<file path="config.mk">
export PLATFORM = sky130hd
export DESIGN_NAME = rf_dbg_port_flat
export DESIGN_NICKNAME = d
export VERILOG_FILES = /design/src/rtl/rf_dbg_port_if.sv /design/src/rtl/rf_dbg_port.sv /design/src/flat_wrapper.sv
export SDC_FILE = /design/constraint.sdc
export NUM_CORES = 1
export LEC_CHECK = 0
export CORE_UTILIZATION = 29
export CTS_BUF_LIST = sky130_fd_sc_hd__clkbuf_8
export DETAILED_ROUTE_END_ITERATION = 6
export PLACE_DENSITY = 0.67
export SLEW_MARGIN = 20
export SYNTH_ARGS = -nofsm -noshare
export SYNTH_HDL_FRONTEND = slang
export SYNTH_SLANG_ARGS = --single-unit
</file>
<file path="constraint.sdc">
create_clock -name clock -period 4.1 [get_ports clock]
set_input_delay 0.41 -clock clock [delete_from_list [all_inputs] [get_ports clock]]
set_output_delay 0.41 -clock clock [all_outputs]
set_load 0.01 [all_outputs]
</file>
<file path="src/rtl/rf_dbg_port_if.sv">
// Command/response stream bundle between the debug transport (master) and
// rf_dbg_port (slave).
interface rf_dbg_port_if #(
    parameter int ID_W = 5,
    parameter int XLEN = 32
);
    // Stream handshake rule for both directions: a transfer happens on the
    // rising clock edge where valid && ready are both high. A producer holds
    // its payload stable while valid is high and ready is low, and it does
    // not drop valid until the transfer has happened.
    logic            cmd_valid;
    logic            cmd_ready;
    logic [1:0]      cmd_op;
    logic [ID_W-1:0] cmd_addr;
    logic [XLEN-1:0] cmd_wdata;

    logic            rsp_valid;
    logic            rsp_ready;
    logic [ID_W-1:0] rsp_addr;
    logic [XLEN-1:0] rsp_data;
    logic            rsp_last;
    logic            rsp_err;

    modport master (
        output cmd_valid, cmd_op, cmd_addr, cmd_wdata, rsp_ready,
        input  cmd_ready, rsp_valid, rsp_addr, rsp_data, rsp_last, rsp_err
    );

    modport slave (
        input  cmd_valid, cmd_op, cmd_addr, cmd_wdata, rsp_ready,
        output cmd_ready, rsp_valid, rsp_addr, rsp_data, rsp_last, rsp_err
    );
endinterface

</file>
<file path="src/rtl/rf_dbg_port.sv">
// Debug initiator for the miniRV register file: halts the core, performs
// READ / WRITE / DUMP on the rf ports. Optional halt timeout: RF_DBG_TIMEOUT_EN.
module rf_dbg_port #(
    parameter int N_REGS         = 16,
    parameter int ID_W           = 5,
    parameter int XLEN           = 32,
    parameter int TIMEOUT_CYCLES = 255
) (
    input  logic            clock,
    input  logic            reset,
    rf_dbg_port_if.slave    dbg,
    output logic            halt_req,
    input  logic            halt_ack,
    output logic            rf_wen,
    output logic [ID_W-1:0] rf_rd,
    output logic [XLEN-1:0] rf_wdata,
    output logic [ID_W-1:0] rf_rs,
    input  logic [XLEN-1:0] rf_rdata,
    output logic            busy
);
    typedef enum logic [2:0] {
        S_IDLE, S_HALT, S_EXEC, S_RESP, S_RELEASE
    } state_t;

    localparam logic [1:0]      OP_WRITE = 2'b01;
    localparam logic [1:0]      OP_DUMP  = 2'b10;
    localparam logic [1:0]      OP_RSVD  = 2'b11;
    localparam logic [ID_W:0]   N_REGS_X = (ID_W+1)'(N_REGS);
    localparam logic [ID_W-1:0] LAST_IDX = ID_W'(N_REGS - 1);

    state_t          state_q, state_d;
    logic [1:0]      op_q, op_d;
    logic [ID_W-1:0] addr_q, addr_d;
    logic [XLEN-1:0] wdata_q, wdata_d;
    logic [ID_W-1:0] cnt_q, cnt_d;
    logic            cmd_ready_q, cmd_ready_d;
    logic            rsp_valid_q, rsp_valid_d;
    logic [ID_W-1:0] rsp_addr_q, rsp_addr_d;
    logic [XLEN-1:0] rsp_data_q, rsp_data_d;
    logic            rsp_last_q, rsp_last_d;
    logic            rsp_err_q, rsp_err_d;
    logic            halt_req_q, halt_req_d;
    logic            rf_wen_q, rf_wen_d;
    logic [ID_W-1:0] rf_rd_q, rf_rd_d;
    logic [XLEN-1:0] rf_wdata_q, rf_wdata_d;
    logic [ID_W-1:0] rf_rs_q, rf_rs_d;
    logic            busy_q, busy_d;

`ifdef RF_DBG_TIMEOUT_EN
    localparam int            TMO_W    = $clog2(TIMEOUT_CYCLES + 1);
    localparam logic [TMO_W-1:0] TMO_LAST = TMO_W'(TIMEOUT_CYCLES - 1);
    logic [TMO_W-1:0] tmo_q, tmo_d;
`endif

    // cur_* describe the access being executed now; nxt_* the one about to be
    // launched when EXEC is entered (DUMP uses the counter, others the address).
    logic [ID_W-1:0] cur_idx, nxt_idx;
    logic            cur_ok, nxt_ok;

    always_comb begin
        state_d     = state_q;
        op_d        = op_q;
        addr_d      = addr_q;
        wdata_d     = wdata_q;
        cnt_d       = cnt_q;
        cmd_ready_d = cmd_ready_q;
        rsp_valid_d = rsp_valid_q;
        rsp_addr_d  = rsp_addr_q;
        rsp_data_d  = rsp_data_q;
        rsp_last_d  = rsp_last_q;
        rsp_err_d   = rsp_err_q;
        halt_req_d  = halt_req_q;
        busy_d      = busy_q;
`ifdef RF_DBG_TIMEOUT_EN
        tmo_d       = tmo_q;
`endif
        cur_idx = (op_q == OP_DUMP) ? cnt_q : addr_q;
        cur_ok  = ({1'b0, cur_idx} < N_REGS_X);

        case (state_q)
            S_IDLE: begin
                if (dbg.cmd_valid && cmd_ready_q) begin
                    op_d        = dbg.cmd_op;
                    addr_d      = dbg.cmd_addr;
                    wdata_d     = dbg.cmd_wdata;
                    cnt_d       = '0;
                    cmd_ready_d = 1'b0;
                    busy_d      = 1'b1;
                    if (dbg.cmd_op == OP_RSVD) begin
                        // Bad op is answered without ever disturbing the core.
                        state_d     = S_RESP;
                        rsp_valid_d = 1'b1;
                        rsp_addr_d  = dbg.cmd_addr;
                        rsp_data_d  = '0;
                        rsp_last_d  = 1'b1;
                        rsp_err_d   = 1'b1;
                    end else begin
                        state_d    = S_HALT;
                        halt_req_d = 1'b1;
`ifdef RF_DBG_TIMEOUT_EN
                        tmo_d      = '0;
`endif
                    end
                end
            end
            S_HALT: begin
                if (halt_ack) begin
                    state_d = S_EXEC;
`ifdef RF_DBG_TIMEOUT_EN
                end else if (tmo_q == TMO_LAST) begin
                    state_d     = S_RESP;
                    rsp_valid_d = 1'b1;
                    rsp_addr_d  = cur_idx;
                    rsp_data_d  = '0;
                    rsp_last_d  = 1'b1;
                    rsp_err_d   = 1'b1;
                end else begin
                    tmo_d = tmo_q + 1'b1;
`endif
                end
            end
            S_EXEC: begin
                state_d     = S_RESP;
                rsp_valid_d = 1'b1;
                rsp_addr_d  = cur_idx;
                rsp_err_d   = !cur_ok;
                rsp_last_d  = (op_q != OP_DUMP) || (cur_idx == LAST_IDX);
                // x0 always reads as zero, whatever the rf drives.
                rsp_data_d  = (op_q != OP_WRITE && cur_ok && cur_idx != '0)
                              ? rf_rdata : '0;
            end
            S_RESP: begin
                if (dbg.rsp_ready) begin
                    rsp_valid_d = 1'b0;
                    rsp_addr_d  = '0;
                    rsp_data_d  = '0;
                    rsp_last_d  = 1'b0;
                    rsp_err_d   = 1'b0;
                    if (op_q == OP_DUMP && !rsp_last_q) begin
                        cnt_d   = cnt_q + ID_W'(1);
                        state_d = S_EXEC;
                    end else begin
                        state_d    = S_RELEASE;
                        halt_req_d = 1'b0;
                    end
                end
            end
            S_RELEASE: begin
                state_d     = S_IDLE;
                cmd_ready_d = 1'b1;
                busy_d      = 1'b0;
            end
            default: begin
                state_d     = S_IDLE;
                cmd_ready_d = 1'b1;
                busy_d      = 1'b0;
                halt_req_d  = 1'b0;
                rsp_valid_d = 1'b0;
            end
        endcase

        // rf port values are registered on the way into EXEC so they are
        // valid for exactly the EXEC cycle and zero everywhere else.
        nxt_idx    = (op_q == OP_DUMP) ? cnt_d : addr_q;
        nxt_ok     = ({1'b0, nxt_idx} < N_REGS_X);
        rf_wen_d   = 1'b0;
        rf_rd_d    = '0;
        rf_wdata_d = '0;
        rf_rs_d    = '0;
        if (state_d == S_EXEC && nxt_ok) begin
            if (op_q == OP_WRITE) begin
                if (nxt_idx != '0) begin
                    rf_wen_d   = 1'b1;
                    rf_rd_d    = nxt_idx;
                    rf_wdata_d = wdata_q;
                end
            end else begin
                rf_rs_d = nxt_idx;
            end
        end
    end

    always_ff @(posedge clock or posedge reset) begin
        if (reset) begin
            state_q     <= S_IDLE;
            op_q        <= '0;
            addr_q      <= '0;
            wdata_q     <= '0;
            cnt_q       <= '0;
            cmd_ready_q <= 1'b1;
            rsp_valid_q <= 1'b0;
            rsp_addr_q  <= '0;
            rsp_data_q  <= '0;
            rsp_last_q  <= 1'b0;
            rsp_err_q   <= 1'b0;
            halt_req_q  <= 1'b0;
            rf_wen_q    <= 1'b0;
            rf_rd_q     <= '0;
            rf_wdata_q  <= '0;
            rf_rs_q     <= '0;
            busy_q      <= 1'b0;
`ifdef RF_DBG_TIMEOUT_EN
            tmo_q       <= '0;
`endif
        end else begin
            state_q     <= state_d;
            op_q        <= op_d;
            addr_q      <= addr_d;
            wdata_q     <= wdata_d;
            cnt_q       <= cnt_d;
            cmd_ready_q <= cmd_ready_d;
            rsp_valid_q <= rsp_valid_d;
            rsp_addr_q  <= rsp_addr_d;
            rsp_data_q  <= rsp_data_d;
            rsp_last_q  <= rsp_last_d;
            rsp_err_q   <= rsp_err_d;
            halt_req_q  <= halt_req_d;
            rf_wen_q    <= rf_wen_d;
            rf_rd_q     <= rf_rd_d;
            rf_wdata_q  <= rf_wdata_d;
            rf_rs_q     <= rf_rs_d;
            busy_q      <= busy_d;
`ifdef RF_DBG_TIMEOUT_EN
            tmo_q       <= tmo_d;
`endif
        end
    end

    assign dbg.cmd_ready = cmd_ready_q;
    assign dbg.rsp_valid = rsp_valid_q;
    assign dbg.rsp_addr  = rsp_addr_q;
    assign dbg.rsp_data  = rsp_data_q;
    assign dbg.rsp_last  = rsp_last_q;
    assign dbg.rsp_err   = rsp_err_q;
    assign halt_req      = halt_req_q;
    assign rf_wen        = rf_wen_q;
    assign rf_rd         = rf_rd_q;
    assign rf_wdata      = rf_wdata_q;
    assign rf_rs         = rf_rs_q;
    assign busy          = busy_q;
endmodule

</file>
<file path="src/flat_wrapper.sv">
// flat-port wrapper written by rule: the top's interface ports become plain ports
module rf_dbg_port_flat 
#(
    parameter int N_REGS         = 16,
    parameter int ID_W           = 5,
    parameter int XLEN           = 32,
    parameter int TIMEOUT_CYCLES = 255
)
  (clock, reset, halt_req, halt_ack, rf_wen, rf_rd, rf_wdata, rf_rs, rf_rdata, busy, dbg_cmd_valid, dbg_cmd_op, dbg_cmd_addr, dbg_cmd_wdata, dbg_rsp_ready, dbg_cmd_ready, dbg_rsp_valid, dbg_rsp_addr, dbg_rsp_data, dbg_rsp_last, dbg_rsp_err);
  rf_dbg_port_if #(.ID_W(ID_W), .XLEN(XLEN)) dbg_i ();
  input  logic clock;
  input  logic reset;
  output logic halt_req;
  input  logic halt_ack;
  output logic rf_wen;
  output logic [ID_W-1:0] rf_rd;
  output logic [XLEN-1:0] rf_wdata;
  output logic [ID_W-1:0] rf_rs;
  input  logic [XLEN-1:0] rf_rdata;
  output logic busy;
  input wire logic [$bits(dbg_i.cmd_valid)-1:0] dbg_cmd_valid;
  input wire logic [$bits(dbg_i.cmd_op)-1:0] dbg_cmd_op;
  input wire logic [$bits(dbg_i.cmd_addr)-1:0] dbg_cmd_addr;
  input wire logic [$bits(dbg_i.cmd_wdata)-1:0] dbg_cmd_wdata;
  input wire logic [$bits(dbg_i.rsp_ready)-1:0] dbg_rsp_ready;
  output wire logic [$bits(dbg_i.cmd_ready)-1:0] dbg_cmd_ready;
  output wire logic [$bits(dbg_i.rsp_valid)-1:0] dbg_rsp_valid;
  output wire logic [$bits(dbg_i.rsp_addr)-1:0] dbg_rsp_addr;
  output wire logic [$bits(dbg_i.rsp_data)-1:0] dbg_rsp_data;
  output wire logic [$bits(dbg_i.rsp_last)-1:0] dbg_rsp_last;
  output wire logic [$bits(dbg_i.rsp_err)-1:0] dbg_rsp_err;
  assign dbg_i.cmd_valid = dbg_cmd_valid;
  assign dbg_i.cmd_op = dbg_cmd_op;
  assign dbg_i.cmd_addr = dbg_cmd_addr;
  assign dbg_i.cmd_wdata = dbg_cmd_wdata;
  assign dbg_i.rsp_ready = dbg_rsp_ready;
  assign dbg_cmd_ready = dbg_i.cmd_ready;
  assign dbg_rsp_valid = dbg_i.rsp_valid;
  assign dbg_rsp_addr = dbg_i.rsp_addr;
  assign dbg_rsp_data = dbg_i.rsp_data;
  assign dbg_rsp_last = dbg_i.rsp_last;
  assign dbg_rsp_err = dbg_i.rsp_err;
  rf_dbg_port #(.N_REGS(N_REGS), .ID_W(ID_W), .XLEN(XLEN), .TIMEOUT_CYCLES(TIMEOUT_CYCLES)) u_core (.clock(clock), .reset(reset), .dbg(dbg_i), .halt_req(halt_req), .halt_ack(halt_ack), .rf_wen(rf_wen), .rf_rd(rf_rd), .rf_wdata(rf_wdata), .rf_rs(rf_rs), .rf_rdata(rf_rdata), .busy(busy));
endmodule
</file>
**Word level (Yosys, flattened, before mapping)**

Cells that the tools add are included.

- Muxes and demuxes: 47
- Reduce and logical (&&, ||, !) cells: 20
- Eq/ne operators: 16
- Bitwise logic cells: 3
- $lt $le $gt $ge: 2
- $add $sub $neg: 1

Operator list:

| operator | number |
|---|---|
| $mux W32 | 7 |
| $pmux W32 S3 | 1 |
| $mux W5 | 13 |
| $pmux W5 S3 | 1 |
| $mux W1 | 12 |
| $mux W3 | 4 |
| $pmux W3 S4 | 1 |
| $lt A5 B5 Y1 const B | 2 |
| $pmux W5 S2 | 1 |
| $reduce_bool A5 Y1 | 2 |
| $eq A3 B2 Y1 const B | 3 |
| $pmux W1 S3 | 3 |
| $ne A2 B2 Y1 const B | 4 |
| $reduce_and A4 Y1 | 2 |
| $ne A2 B1 Y1 const B | 3 |
| $reduce_or A3 Y1 | 2 |
| $add A5 B1 Y5 const B | 1 |
| $eq A5 B4 Y1 const B | 1 |
| $logic_and A1 B1 Y1 | 5 |
| $reduce_and A5 Y1 | 1 |
| $eq A2 B2 Y1 const B | 2 |
| $pmux W1 S2 | 2 |
| $pmux W1 S4 | 1 |
| $reduce_and A2 Y1 | 2 |
| other kinds (10) | 13 |

- Output and inout port bits: 86
- Register bits after elaboration: 133
- Logic and storage cells: 106

**Depth between registers and ports, before layout**

Gate-level depths: netlist (run 1).

- Depth in word-level cells: 10
- Gate-level depth with buffers: 8

**Least setup slack after synthesis (run 1)**

Ideal clock, no wire load.

- Path kind: register to register
- Start point: register u_core.cmd_ready_q, in the netlist u_core.dbg.cmd_ready
- End point: register u_core.rf_wdata_q[2], in the netlist u_core.rf_wdata[2]
- Clock period less this slack: 1.899 ns
- Path buffers: 2
- Arrival: 1.775 ns
- Setup slack: 2.201 ns
- Cell stages (with the launch flop): 8
- Required time: 3.976 ns
- Cell sequence: dfstp_2 -> nand4bb_4 -> or2_0 -> clkbuf_1 -> a311oi_2 -> o211a_4 -> buf_6 -> nor3b_1

- Cells in the longest elaborated chain, start to end: 8
- Elaborated cells on any way between the ends: 13
- Classes of those cells: order compare (1); eq/ne (1); mux (8); reduce/logical (3)

Ends and longest elaborated chain:

| what | line | RTL |
|---|---|---|
| from (decl) | rf_dbg_port.sv:36 | `logic cmd_ready_q, cmd_ready_d;` |
| from (signal assigned) | rf_dbg_port.sv:211 | `cmd_ready_q <= cmd_ready_d;` |
| $logic_and A1 B1 Y1 * | rf_dbg_port.sv:82 | `if (dbg.cmd_valid && cmd_ready_q) begin` |
| branches (longest 6 deep; another with $lt A5 B5 Y1) | - |  |
| $mux W32 * | rf_dbg_port.sv:170 | `if (state_d == S_EXEC && nxt_ok) begin` |
| named net u_core.rf_wdata_d[2] | rf_dbg_port.sv:45 | `logic [XLEN-1:0] rf_wdata_q, rf_wdata_d;` |
| to (signal assigned) | rf_dbg_port.sv:220 | `rf_wdata_q <= rf_wdata_d;` |
| to (decl) | rf_dbg_port.sv:45 |  |

Mark *: on every way through the listed nets, which the timed path passes.
A chain may end at the register's enable or synchronous reset.

**Worst setup path after layout (run 1)**

- Start point: register u_core.op_q[1]
- End point: register u_core.rf_wdata_q[14], in the netlist u_core.rf_wdata[14]

- Cells in the longest elaborated chain, start to end: 10
- Elaborated cells on any way between the ends: 17
- Classes of those cells: order compare (1); eq/ne (3); mux (10); reduce/logical (3)

Ends and longest elaborated chain:

| what | line | RTL |
|---|---|---|
| from (decl) | rf_dbg_port.sv:32 | `logic [1:0] op_q, op_d;` |
| from (signal assigned) | rf_dbg_port.sv:207 | `op_q <= op_d;` |
| branches (longest 9 deep; another with $lt A5 B5 Y1) | - |  |
| $mux W32 * | rf_dbg_port.sv:170 |  |
| named net u_core.rf_wdata_d[14] | rf_dbg_port.sv:45 |  |

Marks and branches as above.

==> metrics.md, run 1 <==
| Metric | Value |
|---|---|
| Status | `finished, final reports clean` |
| Vias in the first global route | `4245` |
| Unrepaired setup endpoints after global routing | `false` |
| Clk buf depth | `2` |
| EDFF count, synth | `0` |
| Largest family of logic cells by synthesized area | `simple AND/OR/NAND/NOR gates` |
| Total Wirelength | `13280 µm` |
| CTS HTree Levels | `4` |
| Total track usage | `14.88%` |
| Netlist cell types | `52` |
| Share of post-route cells with drive strength above 1 | `7.099%` |
| Int Pwr | `3113 µW` |
| Gpl congestion | `0.8021` |
| CTS root buffer | `clkbuf_8` |
| CP max FO | `37` |
| Synth warn | `0` |
| Final count of pins violating max slew | `0` |
| Post-CTS Repair Setup Buffers | `0` |
| Final instance area | `7405 µm²` |
| Skew final | `0.01166 ns` |
| Die area | `18730 µm²` |
| Post-Synth Adder-Cell Area | `0.2372%` |
| Port bufs | `161` |
| Avg WL per Cell | `15.21 µm` |
| Area delta synth->final | `40.37%` |
| Worst Setup End Kind | `flip-flop` |
| TritonCTS Buffers | `17` |
| Synth top area cells | `dfrtp_1, nand2_1, a22o_1, nor3b_1, o21ai_0` |
| Mapped Avg Cell Area | `10.99 µm²` |
| Fin util | `42.22%` |
| Non-filler instance count after layout | `873` |
| Post-synth top area share | `62.62%` |
| 1st-pass router iterations | `4` |
| CP max stage delay | `0.64 ns` |
| Count leader, synth | `nand2_1` |
| Fmax | `358.2 MHz` |
| Number of antenna-violating nets in the routed design | `0` |
| Max Cap Viol | `0` |
| Final setup violating endpoints | `0` |
| Flops & latches, synth | `133` |
| Worst vdd ir | `424.9 µV` |
| Required @ worst endpoint | `4.41 ns` |
| TNS Setup | `0 ns` |
| Die height | `136.9 µm` |
| Slowest stage cell, crit path | `nor2b_1` |
| Slew margin rel. | `48.85%` |
| Total grt overflow | `0` |
| Area of the core | `17540 µm²` |
| Post-DP HPWL | `9192 µm` |
| Largest net degree at the start of global routing | `87` |
| Cell total after placement | `841` |
| Post-CTS Hold Fix Bufs | `0` |
| Comb power frac | `38.0%` |
| Die W | `136.9 µm` |
| Final Hold Fails | `0` |
| Post-synth top flop | `dfrtp_1` |
| CP arrival | `3.10 ns` |
| Sequential share of the synthesized area | `63.12%` |
| Startpoint types | `flip-flop` |
| P_leak | `0.003336 µW` |
| Async S/R FF share, synth | `100.0%` |
| Worst Hold Class | `flip-flop to flip-flop` |
| CTS Sinks | `133` |
| Clock Latency Late Sink | `0.43 ns` |
| CTS tree | `built` |
| Diode count | `0` |
| Worst Max-Slew Pin Slew | `0.7664 ns` |
| Vias post-DR | `4150` |
| Final #Nets | `712` |
| Number of remaining DRC errors | `0` |
| Fillers | `1691` |
| Post-Synth XOR/XNOR Area | `0.1660%` |
| Pwr dens | `650.0 nW/µm²` |
| CP Class | `flip-flop to flip-flop` |
| Mapped Cells | `480` |
| Dpl cell area | `7072 µm²` |
| IO Pins | `162` |
| Worst path cell trace | `nor2b_1 > nand2b_1 > a21oi_1 > nand3_2 > nor3b_1` |
| Hold slack | `0.4731 ns` |
| Post-Synth Simple-Gate Area | `20.49%` |
| Net Sw Frac | `35.31%` |
| Fin crit share | `68.10%` |
| Net Sw Power | `1699 µW` |
| Compound-cell area share of the yosys netlist | `11.43%` |
| Initial core utilization | `30.08%` |
| CP Buf/Inv Count | `0` |
| Post-CTS sizing | `0` |
| Mapped Area | `5275 µm²` |
| Largest area contributor in the netlist | `dfrtp_1` |
| Sequential share of power | `42.7%` |
| Mux contribution to synthesized area | `0.9725%` |
| Most frequent cells after synthesis | `nand2_1, dfrtp_1, a22o_1, nor3b_1` |
| 1st-iter DRT viols | `220` |
| Routed vias/inst | `4.754` |
| Period minus WS final | `2.792 ns` |
| Number of core rows | `48` |
| Clock power share | `19.2%` |
| Top Family by Delay on Critical Path | `simple AND/OR/NAND/NOR gates` |
| First-pass GRT wire length | `21220 µm` |
| Clock input transition at the sequential cells of the worst setup and hold paths | `0.07 ns` |
| Initial antenna violation count | `0` |
[cell usage in the layout (no fill, tap or decap), types with 2 or more instances in the layout]
master / n
a22o_1: 33
dfrtp_1: 132
inv_1: 14
a31oi_1: 3
nor4_1: 5
nor3b_1: 30
clkdlybuf4s50_1: 161
o31ai_1: 2
nor2_1: 13
o22ai_1: 2
clkinv_2: 5
nor2b_1: 3
mux2i_1: 4
buf_4: 6
a21oi_1: 15
nand4_1: 6
and2_1: 2
nand2_1: 134
o21ai_0: 17
nand3_1: 3
nand2b_1: 5
nor3_1: 2
nor3b_2: 2
conb_1: 2
clkbuf_8: 18
[path summary, 6_finish.rpt]
check	from	endpoint	slack (ns)	depth (start not counted)
max	u_core.op_q[1]	u_core.rf_wdata[14]	1.31	5
max reg2reg	u_core.op_q[1]	u_core.rf_wdata[14]	1.31	5
max in group asynchronous	reset	u_core.wdata_q[18]	2.72	3
min in group asynchronous	reset	u_core.rf_rs[4]	0.51	2
min	u_core.wdata_q[21]	u_core.wdata_q[21]	0.47	2
min reg2reg	u_core.wdata_q[21]	u_core.wdata_q[21]	0.47	2
[power by group through the flow]
stage | clock (µW) | combinational (µW) | sequential (µW)
4_1_cts | 968 | 1860 | 2050
2_1_floorplan | 0 | 1050 | 2080
3_3_place_gp | 0 | 1800 | 2050
5_1_grt | 1030 | 2010 | 2110
3_5_place_dp | 0 | 1850 | 2070
6_report | 926 | 1830 | 2060
[metrics by stage]
stage	worst slack, ns	total power [µW]
final	1.308	4813
after global routing	1.026	5154
after CTS	1.340	4879
after detailed placement	1.120	3922
after global placement	1.345	3848
after floorplan	0.1373	3127
[tightest hold or removal path: cells and delay by family (launching register included)]
kind	cells	cell delay, ns
DFF	1	0.34
and+or+nand+nor	2	0.10
[state kept, by name, indices dropped and copies added (netlist names), 2 cells and up]
| name | flops |
|---|---|
| u_core.rf_wdata | 32 |
| u_core.addr_q | 5 |
| u_core.rf_rd | 5 |
| u_core.cnt_q | 5 |
| u_core.dbg.rsp_addr | 5 |
| u_core.wdata_q | 32 |
| u_core.dbg.rsp_data | 32 |
| u_core.state_q | 3 |
| u_core.rf_rs | 5 |
| u_core.op_q | 2 |
[cell families (layout without fill, tap and decap cells)]
family          Yosys count  count (layout)
fa+ha+maj                 1               1
mux                       5               5
xor+xnor                  1               1
compound gates           83              83
flops                   133             133
other cells               1               2
buf+inv                  39             206
simple gates            217             217
[per-layer routing]
metal	vias to the layer above	GRT usage (%)	routed length (µm)
met5	-	0	0
met4	0	6.532	207
met3	13	4.296	725
met2	138	23.43	6498
li1	1939	-	-
met1	2060	18.97	5848
[cell type report]
class	instances	area, µm²	share of cell area (%)
Multi-Input combinational cell	309	1773	23.94
Clock inverter	14	85.08	1.149
Timing Repair Buffer	167	1657	22.37
Inverter	7	31.28	0.4224
Clock buffer	18	247.7	3.346
Sequential cell	133	3329	44.96
Tap cell	225	281.5	3.802
No activity file was read; power rests on OpenSTA's default activity.
==> run 2, diff against run 1 <==
==> constraint.sdc (replaced) <==
create_clock -name clock -period 2.44 [get_ports clock]
set_input_delay 0.244 -clock clock [delete_from_list [all_inputs] [get_ports clock]]
set_output_delay 0.244 -clock clock [all_outputs]
set_load 0.01 [all_outputs]
==> run 2 against run 1 <==
Net effect:
- sequential share of layout area shrank 1.1 points
- via count shrank 0.31%
- worst hold slack lost 0.16 ns
- critical path depth is the same
- critical endpoint is now u_core.rf_wdata[23]
- largest cell class unchanged
==> metrics.md, run 2 (synthesized netlist as in run 1, its figures left out) <==
| Metric | Value |
|---|---|
| Period minus WS final | `2.139 ns` |
| CTS Sinks | `133` |
| Cell total after placement | `847` |
| Share of post-route cells with drive strength above 1 | `9.021%` |
| Sequential share of power | `39.4%` |
| Gpl congestion | `0.7966` |
| Skew final | `0.01357 ns` |
| Routed vias/inst | `4.706` |
| Worst Hold Class | `primary input to flip-flop` |
| Min-Delay Path Depth | `3` |
| Fmax | `467.6 MHz` |
| Critical path origin | `u_core.state_q[2]` |
| Area of the core | `17540 µm²` |
| CTS root buffer | `clkbuf_8` |
| CTS HTree Levels | `4` |
| Status | `finished, final reports clean` |
| Worst Max-Slew Pin Slew | `0.6912 ns` |
| Number of remaining DRC errors | `0` |
| Clock power share | `23.2%` |
| Post-CTS Hold Fix Bufs | `0` |
| Worst Setup End Kind | `flip-flop` |
| Initial core utilization | `30.08%` |
| Diode count | `0` |
| CTS tree | `built` |
| 1st-pass router iterations | `4` |
| Clock input transition at the sequential cells of the worst setup and hold paths | `0.08 ns` |
| Max Cap Viol | `0` |
| Avg WL per Cell | `15.66 µm` |
| Die W | `136.9 µm` |
| Largest net degree at the start of global routing | `134` |
| 1st-iter DRT viols | `225` |
| Total track usage | `15.26%` |
| Vias post-DR | `4137` |
| CP max FO | `33` |
| Slew margin rel. | `53.92%` |
| Fin crit share | `87.64%` |
| Die area | `18730 µm²` |
| Total Wirelength | `13770 µm` |
| Net Sw Power | `2991 µW` |
| Final Hold Fails | `0` |
| Most common cell after layout, fill and taps aside | `clkdlybuf4s50_1` |
| Clk buf depth | `2` |
| Startpoint types | `flip-flop` |
| Clock Latency Late Sink | `0.45 ns` |
| Total grt overflow | `0` |
| Vias in the first global route | `4135` |
| P_leak | `0.003391 µW` |
| Non-filler instance count after layout | `879` |
| R2R Path Start | `u_core.state_q[2]` |
| Int Pwr | `5655 µW` |
| Post-DP HPWL | `9214 µm` |
| Reg2reg end | `u_core.rf_wdata[23]` |
| TritonCTS Buffers | `17` |
| Post-CTS sizing | `0` |
| Die height | `136.9 µm` |
| Initial antenna violation count | `0` |
| Pwr dens | `1140 nW/µm²` |
| Port bufs | `161` |
| Leading cell types in the layout, fill and taps excluded | `clkdlybuf4s50_1, nand2_1, dfrtp_1, a22o_1, nor3b_1` |
| WHS Endpoint | `u_core.wdata_q[7]` |
| Worst vdd ir | `893.4 µV` |
| Area delta synth->final | `43.81%` |
| Number of antenna-violating nets in the routed design | `0` |
| Post-CTS Repair Setup Buffers | `0` |
| Final count of pins violating max slew | `0` |
| CP arrival | `2.48 ns` |
| Required @ worst endpoint | `2.78 ns` |
| Number of core rows | `48` |
| CP Class | `flip-flop to flip-flop` |
| TNS Setup | `0 ns` |
| Comb power frac | `37.4%` |
| Final setup violating endpoints | `0` |
| Unrepaired setup endpoints after global routing | `false` |
| FF-to-FF setup slack | `0.30 ns` |
| First-pass GRT wire length | `21380 µm` |
| Worst Reg2Reg Path Length in Cells | `5` |
| IO Pins | `162` |
| Hold Startpoint | `dbg_cmd_wdata[7]` |
| Net Sw Frac | `34.59%` |
| Final #Nets | `718` |
run 2: cell count changes in the layout (fill, tap and decap cells not counted), sizes merged:
cell / previous run / this run
inv: 15 / 7
buf: 6 / 12
bufinv: 1 / 4
clkinvlp: 0 / 3
clkinv: 5 / 7
run 2: power groups by stage:
stage          clock network, µW  logic, µW  registers [µW]
2_1_floorplan                  0       1760            3500
3_3_place_gp                   0       3180            3400
3_5_place_dp                   0       3260            3440
4_1_cts                     2070       3270            3410
5_1_grt                     2170       3550            3500
6_report                    2010       3230            3400
run 2: through the flow:
step	area [µm²]	utilization (%)	power, µW	setup slack [ns]	hold slack (ns)
floorplan	5283	-	5255	0.5412	0.3494
global placement	7153	40.79	6585	0.1602	0.4511
detailed placement	7153	40.79	6694	0.08494	0.4541
CTS	7586	43.26	8753	0.2856	0.2779
global route	7586	43.26	9222	0.1798	0.2862
finish	7586	43.26	8646	0.3015	0.3137
run 2: worst max-delay path by stage:
| stage | end | cells past startpoint | slack (ns) |
|---|---|---|---|
| floorplan | u_core.rf_wdata[2] | 7 | 0.54 |
| global placement | u_core.rf_wdata[6] | 6 | 0.16 |
| detailed placement | u_core.rf_wdata[0] | 6 | 0.08 |
| CTS | u_core.rf_wdata[23] | 5 | 0.29 |
| global route | u_core.rf_wdata[2] | 5 | 0.18 |
| finish | u_core.rf_wdata[23] | 5 | 0.30 |
run 2: worst max-delay path: stages, from the launching register on:
cell	delay, ns
dfrtp_1	0.46
nand3b_2	0.38
a211oi_1	0.37
a311oi_2	0.10
o211a_4	0.41
nor3b_1	0.30
run 2: layout make-up:
type | instances | area (µm²)
fillers | 1698 | 9951
flip-flops and latches | 133 | 3329
multi-input cells | 309 | 1773
repair buffers | 173 | 1739
well taps | 225 | 281.5
clock buffers | 18 | 247.7
clock inverters | 14 | 185.2
inverters | 7 | 30.03
run 2: per-layer routing:
metal / up-vias / wire length (µm) / track usage (%)
met5: - / 0 / 0
met4: 0 / 425 / 7.875
met3: 32 / 805 / 4.333
met2: 152 / 6711 / 24.03
met1: 1996 / 5827 / 19.05
li1: 1957 / - / -
==> run 3, diff against run 2 <==
--- a/config.mk
+++ b/config.mk
@@ -5,10 +5,11 @@
 export SDC_FILE = /design/constraint.sdc
 export NUM_CORES = 1
 export LEC_CHECK = 0
-export CORE_UTILIZATION = 29
+export CORE_MARGIN = 2
+export CORE_UTILIZATION = 44
 export CTS_BUF_LIST = sky130_fd_sc_hd__clkbuf_8
 export DETAILED_ROUTE_END_ITERATION = 6
-export PLACE_DENSITY = 0.67
+export PLACE_DENSITY = 0.9
 export SLEW_MARGIN = 20
 export SYNTH_ARGS = -nofsm -noshare
 export SYNTH_HDL_FRONTEND = slang
==> run 3 against run 2 <==
Net effect:
- critical path depth stayed put
- wire length is 8.5% lower
- non-clock buffer count is 1 higher
- register-to-register slack worse by 0.11 ns
- sequential power hardly changed
- critical endpoint is now u_core.rf_wdata[30]
- largest cell class unchanged
==> metrics.md, run 3 (synthesized netlist as in run 1, its figures left out) <==
| Metric | Value |
|---|---|
| Status | `finished, final reports clean` |
| Worst Setup End Kind | `flip-flop` |
| CTS HTree Levels | `4` |
| Number of antenna-violating nets in the routed design | `0` |
| Worst Hold Class | `primary input to async pin` |
| Total track usage | `20.35%` |
| FF-to-FF setup slack | `0.19 ns` |
| Clock Latency Late Sink | `0.41 ns` |
| CTS Sinks | `133` |
| CTS tree | `built` |
| Post-CTS sizing | `0` |
| Startpoint types | `flip-flop` |
| Final instance area | `7422 µm²` |
| Die W | `113.5 µm` |
| Gpl congestion | `0.9043` |
| Fmax | `445.0 MHz` |
| Final setup violating endpoints | `0` |
| Unrepaired setup endpoints after global routing | `false` |
| Fillers | `895` |
| Required @ worst endpoint | `2.71 ns` |
| Area of the core | `11560 µm²` |
| Number of core rows | `39` |
| TritonCTS Buffers | `17` |
| Diode count | `0` |
| CP Class | `flip-flop to flip-flop` |
| CP arrival | `2.52 ns` |
| Leading cell types in the layout, fill and taps excluded | `clkdlybuf4s50_1, nand2_1, dfrtp_1, a22o_1, nor3b_1` |
| Non-filler instance count after layout | `797` |
| Share of post-route cells with drive strength above 1 | `8.716%` |
| Critical path origin | `u_core.state_q[1]` |
| Post-CTS Repair Setup Buffers | `0` |
| Dpl cell area | `7046 µm²` |
| CP max FO | `33` |
| Post-DP HPWL | `9004 µm` |
| Routed vias/inst | `5.203` |
| P_leak | `0.003372 µW` |
| Period minus WS final | `2.247 ns` |
| Die area | `12880 µm²` |
| Reg2reg end | `u_core.rf_wdata[30]` |
| Cell total after placement | `766` |
| First-pass GRT wire length | `20650 µm` |
| Worst Reg2Reg Path Length in Cells | `5` |
| Post-CTS Hold Fix Bufs | `0` |
| Vias post-DR | `4147` |
| Number of remaining DRC errors | `0` |
| 1st-iter DRT viols | `215` |
| 1st-pass router iterations | `5` |
| Initial antenna violation count | `1` |
| Area delta synth->final | `40.70%` |
| Worst Max-Slew Pin Slew | `0.5765 ns` |
| Fin crit share | `92.09%` |
| Pwr dens | `1119 nW/µm²` |
| Clock input transition at the sequential cells of the worst setup and hold paths | `0.07 ns` |
| Largest net degree at the start of global routing | `88` |
| CTS root buffer | `clkbuf_8` |
| Die height | `113.5 µm` |
| Final Hold Fails | `0` |
| Final #Nets | `719` |
| Final count of pins violating max slew | `0` |
| Skew final | `0.01022 ns` |
| IO Pins | `162` |
| Avg WL per Cell | `15.81 µm` |
| Total Wirelength | `12600 µm` |
| Slew margin rel. | `61.57%` |
| Clk buf depth | `2` |
| Initial core utilization | `45.61%` |
| Most common cell after layout, fill and taps aside | `clkdlybuf4s50_1` |
| Total grt overflow | `0` |
| Max Cap Viol | `0` |
| TNS Setup | `0 ns` |
| Vias in the first global route | `4232` |
| R2R Path Start | `u_core.state_q[1]` |
| Port bufs | `161` |
| Worst vdd ir | `494.5 µV` |
[run 3: cell count changes in the layout (fill, tap and decap cells not counted)]
cell       previous run  this run
bufinv_16             4         2
clkbuf_8             18        19
buf_12                3         2
clkinv_4              3         1
buf_4                 9        11
inv_1                 7         9
[run 3: worst max path at each step]
stage,end,slack (ns),depth (start not counted)
after global placement,u_core.rf_wdata[8],0.18,6
final,u_core.rf_wdata[30],0.19,5
after floorplan,u_core.rf_wdata[2],0.54,7
after detailed placement,u_core.rf_wdata[30],0.13,6
after global routing,u_core.rf_wdata[30],0.07,5
after CTS,u_core.rf_wdata[30],0.21,5
[run 3: area by class of cell]
cell class | count | area (µm²) | area share, %
multi-input combinational | 309 | 1773 | 23.89
timing repair buffer | 174 | 1734 | 23.36
tap | 143 | 178.9 | 2.411
clock inverter | 12 | 115.1 | 1.551
inverter | 7 | 30.03 | 0.4046
clock buffer | 19 | 261.5 | 3.523
sequential | 133 | 3329 | 44.86
[run 3: through the flow]
| step | utilization [%] | worst slack, ns | total power, µW | hold slack [ns] |
|---|---|---|---|---|
| floorplan | - | 0.5412 | 5255 | 0.3494 |
| CTS | 64.18 | 0.2133 | 8386 | 0.3177 |
| detailed placement | 60.92 | 0.1264 | 6629 | 0.4546 |
| global placement | 60.92 | 0.1782 | 6482 | 0.4489 |
| finish | 64.18 | 0.1930 | 8304 | 0.3123 |
| global route | 64.18 | 0.06691 | 8853 | 0.3390 |
[run 3: where the power goes]
group,switching [µW],internal [µW]
logic,1590,1570
clock network,780,939
registers,496,2930
total,2860,5440
[run 3: critical path, cell delays in order (launching register included)]
cell and delay, ns:
dfrtp_1 0.52, nand4bb_4 0.35, or2_1 0.28, a311oi_2 0.37
o211a_4 0.45, nor3b_1 0.13
[run 3: per-layer routing]
metal	part of all wire, %	wire length [µm]	global-route usage (%)
met2	51	6372	33.97
met3	5.7	719	5.367
met4	1.7	220	7.236
met1	42	5291	25.85
met5	0	0	0
